## config.mk

```make
export PLATFORM = sky130hd
export DESIGN_NAME = pr_elastic
export DESIGN_NICKNAME = d
export VERILOG_FILES = /design/src/rtl/pr_elastic.sv
export SDC_FILE = /design/constraint.sdc
export NUM_CORES = 1
export LEC_CHECK = 0
export BUFFER_PORTS_ARGS = -buffer_cell sky130_fd_sc_hd__buf_2
export CORE_MARGIN = 1
export CORE_UTILIZATION = 40
export CTS_BUF_LIST = sky130_fd_sc_hd__clkbuf_16
export CTS_CLUSTER_DIAMETER = 50
export CTS_CLUSTER_SIZE = 14
export DETAILED_ROUTE_END_ITERATION = 8
export PLACE_DENSITY = 0.77
export SLEW_MARGIN = 25
export SYNTH_ARGS = -nofsm -noshare
export SYNTH_HDL_FRONTEND = slang
export SYNTH_SLANG_ARGS = --single-unit
```

## constraint.sdc

```tcl
create_clock -name clk -period 4.7 [get_ports clk]
set_clock_uncertainty 0.15 [all_clocks]
set_input_delay 0.47 -clock clk [delete_from_list [all_inputs] [get_ports clk]]
set_output_delay 0.47 -clock clk [all_outputs]
set_load 0.05 [all_outputs]
```

## src/rtl/pr_elastic.sv

```systemverilog
`timescale 1ns/1ps
`default_nettype none
// ============================================================================
//  Module   : pr_elastic
//  Brief    : Elastic pipeline stage register; DEPTH-entry circular buffer of
//             {pc, data} with valid/ready handshake, stall/flush and occupancy.
//  Revision : 1.0 - initial release
// ============================================================================
module pr_elastic #(
    parameter  int DATA_W = 96,
    parameter  int PC_W   = 32,
    parameter  int DEPTH  = 2,
    localparam int CNT_W  = $clog2(DEPTH + 1)
) (
    input  wire logic              clk,
    input  wire logic              rst,
    input  wire logic              i_stall,
    input  wire logic              i_flush,
    input  wire logic              in_valid,
    output logic                   in_ready,
    input  wire logic [PC_W-1:0]   in_pc,
    input  wire logic [DATA_W-1:0] in_data,
    output logic                   out_valid,
    input  wire logic              out_ready,
    output logic [PC_W-1:0]        out_pc,
    output logic [DATA_W-1:0]      out_data,
    output logic [CNT_W-1:0]       count
);

    localparam int                 PTR_W       = (DEPTH > 1) ? $clog2(DEPTH) : 1;
    localparam int                 ENT_W       = PC_W + DATA_W;
    localparam logic [CNT_W-1:0]   c_DEPTH_CNT = CNT_W'(DEPTH);
    localparam logic [PTR_W-1:0]   c_PTR_LAST  = PTR_W'(DEPTH - 1);

    logic [ENT_W-1:0] mem_q [DEPTH];
    logic [PTR_W-1:0] wr_ptr_q, wr_ptr_d;
    logic [PTR_W-1:0] rd_ptr_q, rd_ptr_d;
    logic [CNT_W-1:0] count_q,  count_d;

    logic             w_active;
    logic             w_push;
    logic             w_pop;
    logic [ENT_W-1:0] w_head;

    // Wrap by explicit compare so non-power-of-two depths work.
    function automatic logic [PTR_W-1:0] f_inc(input logic [PTR_W-1:0] p);
        return (p == c_PTR_LAST) ? '0 : p + 1'b1;
    endfunction

    // Handshake depends only on registered state and control, never on out_ready.
    assign w_active  = !rst && !i_stall && !i_flush;
    assign in_ready  = w_active && (count_q < c_DEPTH_CNT);
    assign out_valid = w_active && (count_q != '0);
    assign w_push    = in_valid && in_ready;
    assign w_pop     = out_valid && out_ready;

    assign w_head   = mem_q[rd_ptr_q];
    assign out_pc   = (count_q != '0) ? w_head[ENT_W-1:DATA_W] : '0;
    assign out_data = (count_q != '0) ? w_head[DATA_W-1:0]     : '0;
    assign count    = count_q;

    always_comb begin
        wr_ptr_d = wr_ptr_q;
        rd_ptr_d = rd_ptr_q;
        count_d  = count_q;
        if (i_flush) begin
            wr_ptr_d = '0;
            rd_ptr_d = '0;
            count_d  = '0;
        end else if (!i_stall) begin
            if (w_push) begin
                wr_ptr_d = f_inc(wr_ptr_q);
            end
            if (w_pop) begin
                rd_ptr_d = f_inc(rd_ptr_q);
            end
            if (w_push && !w_pop) begin
                count_d = count_q + 1'b1;
            end else if (w_pop && !w_push) begin
                count_d = count_q - 1'b1;
            end
        end
    end

    always_ff @(posedge clk) begin
        if (rst) begin
            wr_ptr_q <= '0;
            rd_ptr_q <= '0;
            count_q  <= '0;
        end else begin
            wr_ptr_q <= wr_ptr_d;
            rd_ptr_q <= rd_ptr_d;
            count_q  <= count_d;
        end
    end

    // Payload storage is not reset; stale entries are masked by count.
    always_ff @(posedge clk) begin
        if (w_push) begin
            mem_q[wr_ptr_q] <= {in_pc, in_data};
        end
    end

`ifndef SYNTHESIS
    a_count_bound : assert property (@(posedge clk) disable iff (rst)
        count_q <= c_DEPTH_CNT);
    a_push_ready  : assert property (@(posedge clk) disable iff (rst)
        w_push |-> in_ready);
    a_pop_valid   : assert property (@(posedge clk) disable iff (rst)
        w_pop |-> out_valid);
    a_head_stable : assert property (@(posedge clk) disable iff (rst)
        (out_valid && !out_ready) |=> $stable(out_data));
`endif

endmodule
`default_nettype wire

```

# Yosys cells after proc, flatten, opt, wreduce, memory -nomap -nowiden
# Memories as Yosys holds them, arrays and structs flattened. A register that Yosys moved wholly into a read port is not among the register bits.
# Cells that the tools add are included.
# classes
addsub,4
order_cmp,1
muxes,10
n_bitwise,1
reduce_logical,19
# op_table
cell,count
96-bit 2-to-1 mux,1
32-bit 2-to-1 mux,1
1-bit logical AND,8
1-bit 2-to-1 mux,6
2-bit AND reduction,3
1-bit logical NOT,5
2-bit 2-to-1 mux,2
2-bit nonzero test,2
1-bit adder (second input constant),2
2-bit by 1-bit adder with 2-bit output (second input constant),1
2-bit less-than comparator (second input constant),1
2-bit OR reduction,1
2-bit by 1-bit subtractor with 2-bit output (second input constant),1
1-bit inverter,1
# word_totals
reg_bits,4
mem_bits_rw,256
inputBits,134
elab_cells,39
memories,1
# memory_table
memory,depth,word_bits,rd,rd_clocked_by_memory_dff,wr,line,source
mem_q,2,128,1,1,1,35,logic [ENT_W-1:0] mem_q [DEPTH];

# Depth between registers and ports, before layout
# logic_depth
ltp_word,9
mapped_depth,7

# Worst setup path before layout
# Ideal clock, no wire load.
# synth_timing
kind,input to register
from,input port rst
to,memory mem_q[1][0] (netlist bit) (enable)
setup_ns,0.502
t_arrival_ns,4.114
setup_slack_ns,-0.066
path_stages,4
path_buffers,1
path_cell_list,or2_1 > buf_2 > nor4b_4 > and2_1
# synth_via
elab_chain_cells,7
# synth_rtl
element,line,source
start: declaration,16,"input wire logic rst,"
1-bit logical NOT,51,assign w_active = !rst && !i_stall && !i_flush;
1-bit logical AND (2 in series),51,
1-bit logical AND,52,assign in_ready = w_active && (count_q < c_DEPTH_CNT);
1-bit logical AND,54,assign w_push = in_valid && in_ready;
1-bit 2-to-1 mux,99,if (w_push) begin
1-bit 2-to-1 mux (not written as such),100,"mem_q[wr_ptr_q] <= {in_pc, in_data};"
end: declaration,35,
# No other way between the ends.

==> run metrics <==
leakage=about 5.1 nW; Fillers=1839; fin util=0.571; Initial DRT Pass Iterations=4; Initial Util=0.407; total track usage=0.170; Crit Path Class=flop to output pin; area growth from synthesis to layout=40.2%; syn_nets=706; Clock Path Buffers=3; Worst Hold Class=input port to flop; final hold violation count=0; Syn Inst Count=571; critical path peak fanout=60; dpl ws=1.78 ns; crit path capture=out_data[4]; I/O pin count=around 270; Worst EP required=around 4 ns; Startpoint Class=flop; setup_tns=0 ns; Reg power frac=0.507; port buffer count=265; clock-pin slew on the worst setup and hold paths=0.06 ns; Die Area=around 25000 µm²; P_int=4.08 mW; fin cells=1319; TritonCTS buffer count=29; Hold-fix buffers, CTS=128; Routability Congestion=0.717; Psw=1.03 mW; Worst EP arrival=between 2 and 3 ns; Crit. End Element=output pin; Max VDD drop=0.266 mV; FF-to-FF End=count[1]; Mapped Avg Cell Area=17.3 µm²; CTS tree=built; Design Power=a little over 5 mW; FP Rows=57; vias in the first global route=between 6000 and 7000; Post-CTS Setup Inserts=0; synth warn=0; fin crit period=3.24 ns; Least-Margin Pin Slew=0.887 ns; maximum clock frequency=308 MHz; core area=24200 µm²; Clock power frac=0.443; die outline width=159 µm; final worst slack=1.46 ns; die height=159 µm; initial antenna violation count=1; first-pass GRT wire length=34000 µm; placed cell count=1139; R2R Setup Slk=2.16 ns; synth unique cells=23; CTS Sinks=261; total placed instance area=11600 µm²; Final Cell Area=13800 µm²; unrepaired setup endpoints after global routing=false; Max-Cap Viols=0; routed vias=6291; gr ovfl total=0; Yosys top cell area share=0.779; fin crit share=0.690; Final ANT Viol Nets=0; Reg2Reg Depth=6; mapped cell area=9870 µm²; largest net degree at the start of global routing=74; cell taking the most area after synthesis=edfxtp_1; FF+latch count, synth=approximately 260; Root Buffer Master=clkbuf_16; Pwr per Cell Area=369 nW/µm²; DR WL/cell=16.7 µm; DRC viols=0; hold_ws=0.209 ns; Switching Share=0.201; layout cell share with drive strength beyond 1=0.326; top post-synthesis cells by area=edfxtp_1, mux2i_1, nor2_1; Layout Nets=1109; worst r2r src=count[1]; max-slew violation count=0; Rel. slew slack=0.409; Clock Latency Late Sink=0.53 ns; HPWL after DPL=approximately 12000 µm; final WL=22000 µm; sequential fraction of the synthesis area=0.789; Comb pwr share=0.050; via/cell ratio=4.77; status=finished, final reports clean; CTS resizes=0; setup violators final=0; 1st-iter DRT viols=323; H-tree depth=1
Yosys cell counts:
library cell,instances
or3_1,3
a21oi_1,4
xnor2_1,1
clkbuf_1,1
buf_4,1
or4_1,1
and2b_1,1
o31ai_1,1
ha_1,1
edfxtp_1,256
nor2_1,129
o21ai_0,2
and2_1,1
nand2b_1,1
nor4b_4,1
or2_1,1
dfxtp_1,5
buf_2,28
nor2_2,1
nor3b_1,1
xor2_1,1
mux2i_1,128
nor3_1,2
state kept, by name, indices dropped and copies added, names as in the netlist, named ones only:
register  count
rd_ptr_q      1
count         2
wr_ptr_q      1
mem_q       256
routing by layer:
layer  global-route usage  vias up  share of wire
met5                    0        -              0
met4               0.0642        0          0.029
met3               0.0378       45          0.064
met2                0.312      244           0.53
met1                0.192     3064           0.38
li1                     -     2938              -
power by group through the flow:
| stage | sequential, mW | clock, mW | combinational, mW |
|---|---|---|---|
| CTS | 2.59 | 2.32 | 0.250 |
| global route | 2.59 | 2.40 | 0.271 |
| detailed placement | 2.64 | 0 | 0.165 |
| global placement | 2.64 | 0 | 0.158 |
| floorplan | 2.64 | 0 | 0.0727 |
| finish | 2.59 | 2.26 | 0.253 |
worst max-delay path: stages, from the launching register on:
cell,delay [ns]
dfxtp_4,0.92
buf_12,0.40
mux2i_1,0.29
nor2_1,0.09
buf_2,0.26
placed cells by master, fill, tap and decap left out:
cell type,instances
inv_8,2
nor3b_1,1
clkbuf_16,29
bufinv_16,4
nor2_4,1
o31ai_1,1
ha_1,1
dlygate4sd3_1,128
xor2_1,1
clkinvlp_4,4
clkinv_8,2
nor4b_4,1
or3_1,3
clkinv_1,1
nor2_1,129
or2_1,1
xnor2_1,1
dfxtp_1,4
and2_4,1
a21oi_1,4
nor3_1,2
and2b_4,1
clkinv_4,2
edfxtp_1,256
diode_2,1
dfxtp_4,1
inv_1,5
buf_4,6
inv_6,2
or4_1,1
nand2b_1,1
o21ai_0,2
mux2i_1,128
buf_12,3
buf_2,265
final cells by class:
type	count	area, µm²	share of cell area
Sequential cell	261	7790	0.563
Timing Repair Buffer	402	2710	0.196
Multi-Input combinational cell	280	1940	0.140
Clock buffer	29	726	0.0524
Tap cell	324	405	0.0293
Clock inverter	22	263	0.0190
Antenna cell	1	2.50	0.000181
kinds of logic (layout without fill, tap and decap cells):
logic type,after synthesis,after routing,share of synthesized area
mux,128,128,0.130
simple gates,142,142,0.0592
xor+xnor,2,2,0.00177
flops,261,261,0.789
buf+inv,30,453,0.0153
compound gates,7,7,0.00380
fa+ha+maj,1,1,0.00127
other cells,0,1,0
worst min-delay path by stage:
stage	endpoint	from	cells past startpoint	slack [ns]
after floorplan	flop	rd_ptr_q	2	0.33
after global placement	flop	rd_ptr_q	2	0.34
after detailed placement	flop	rd_ptr_q	2	0.35
after CTS	count[0]	i_stall	3	0.18
after global routing	rd_ptr_q	out_ready	4	0.21
final	rd_ptr_q	out_ready	4	0.21
Note: power is estimated with default switching activity, not from simulation.
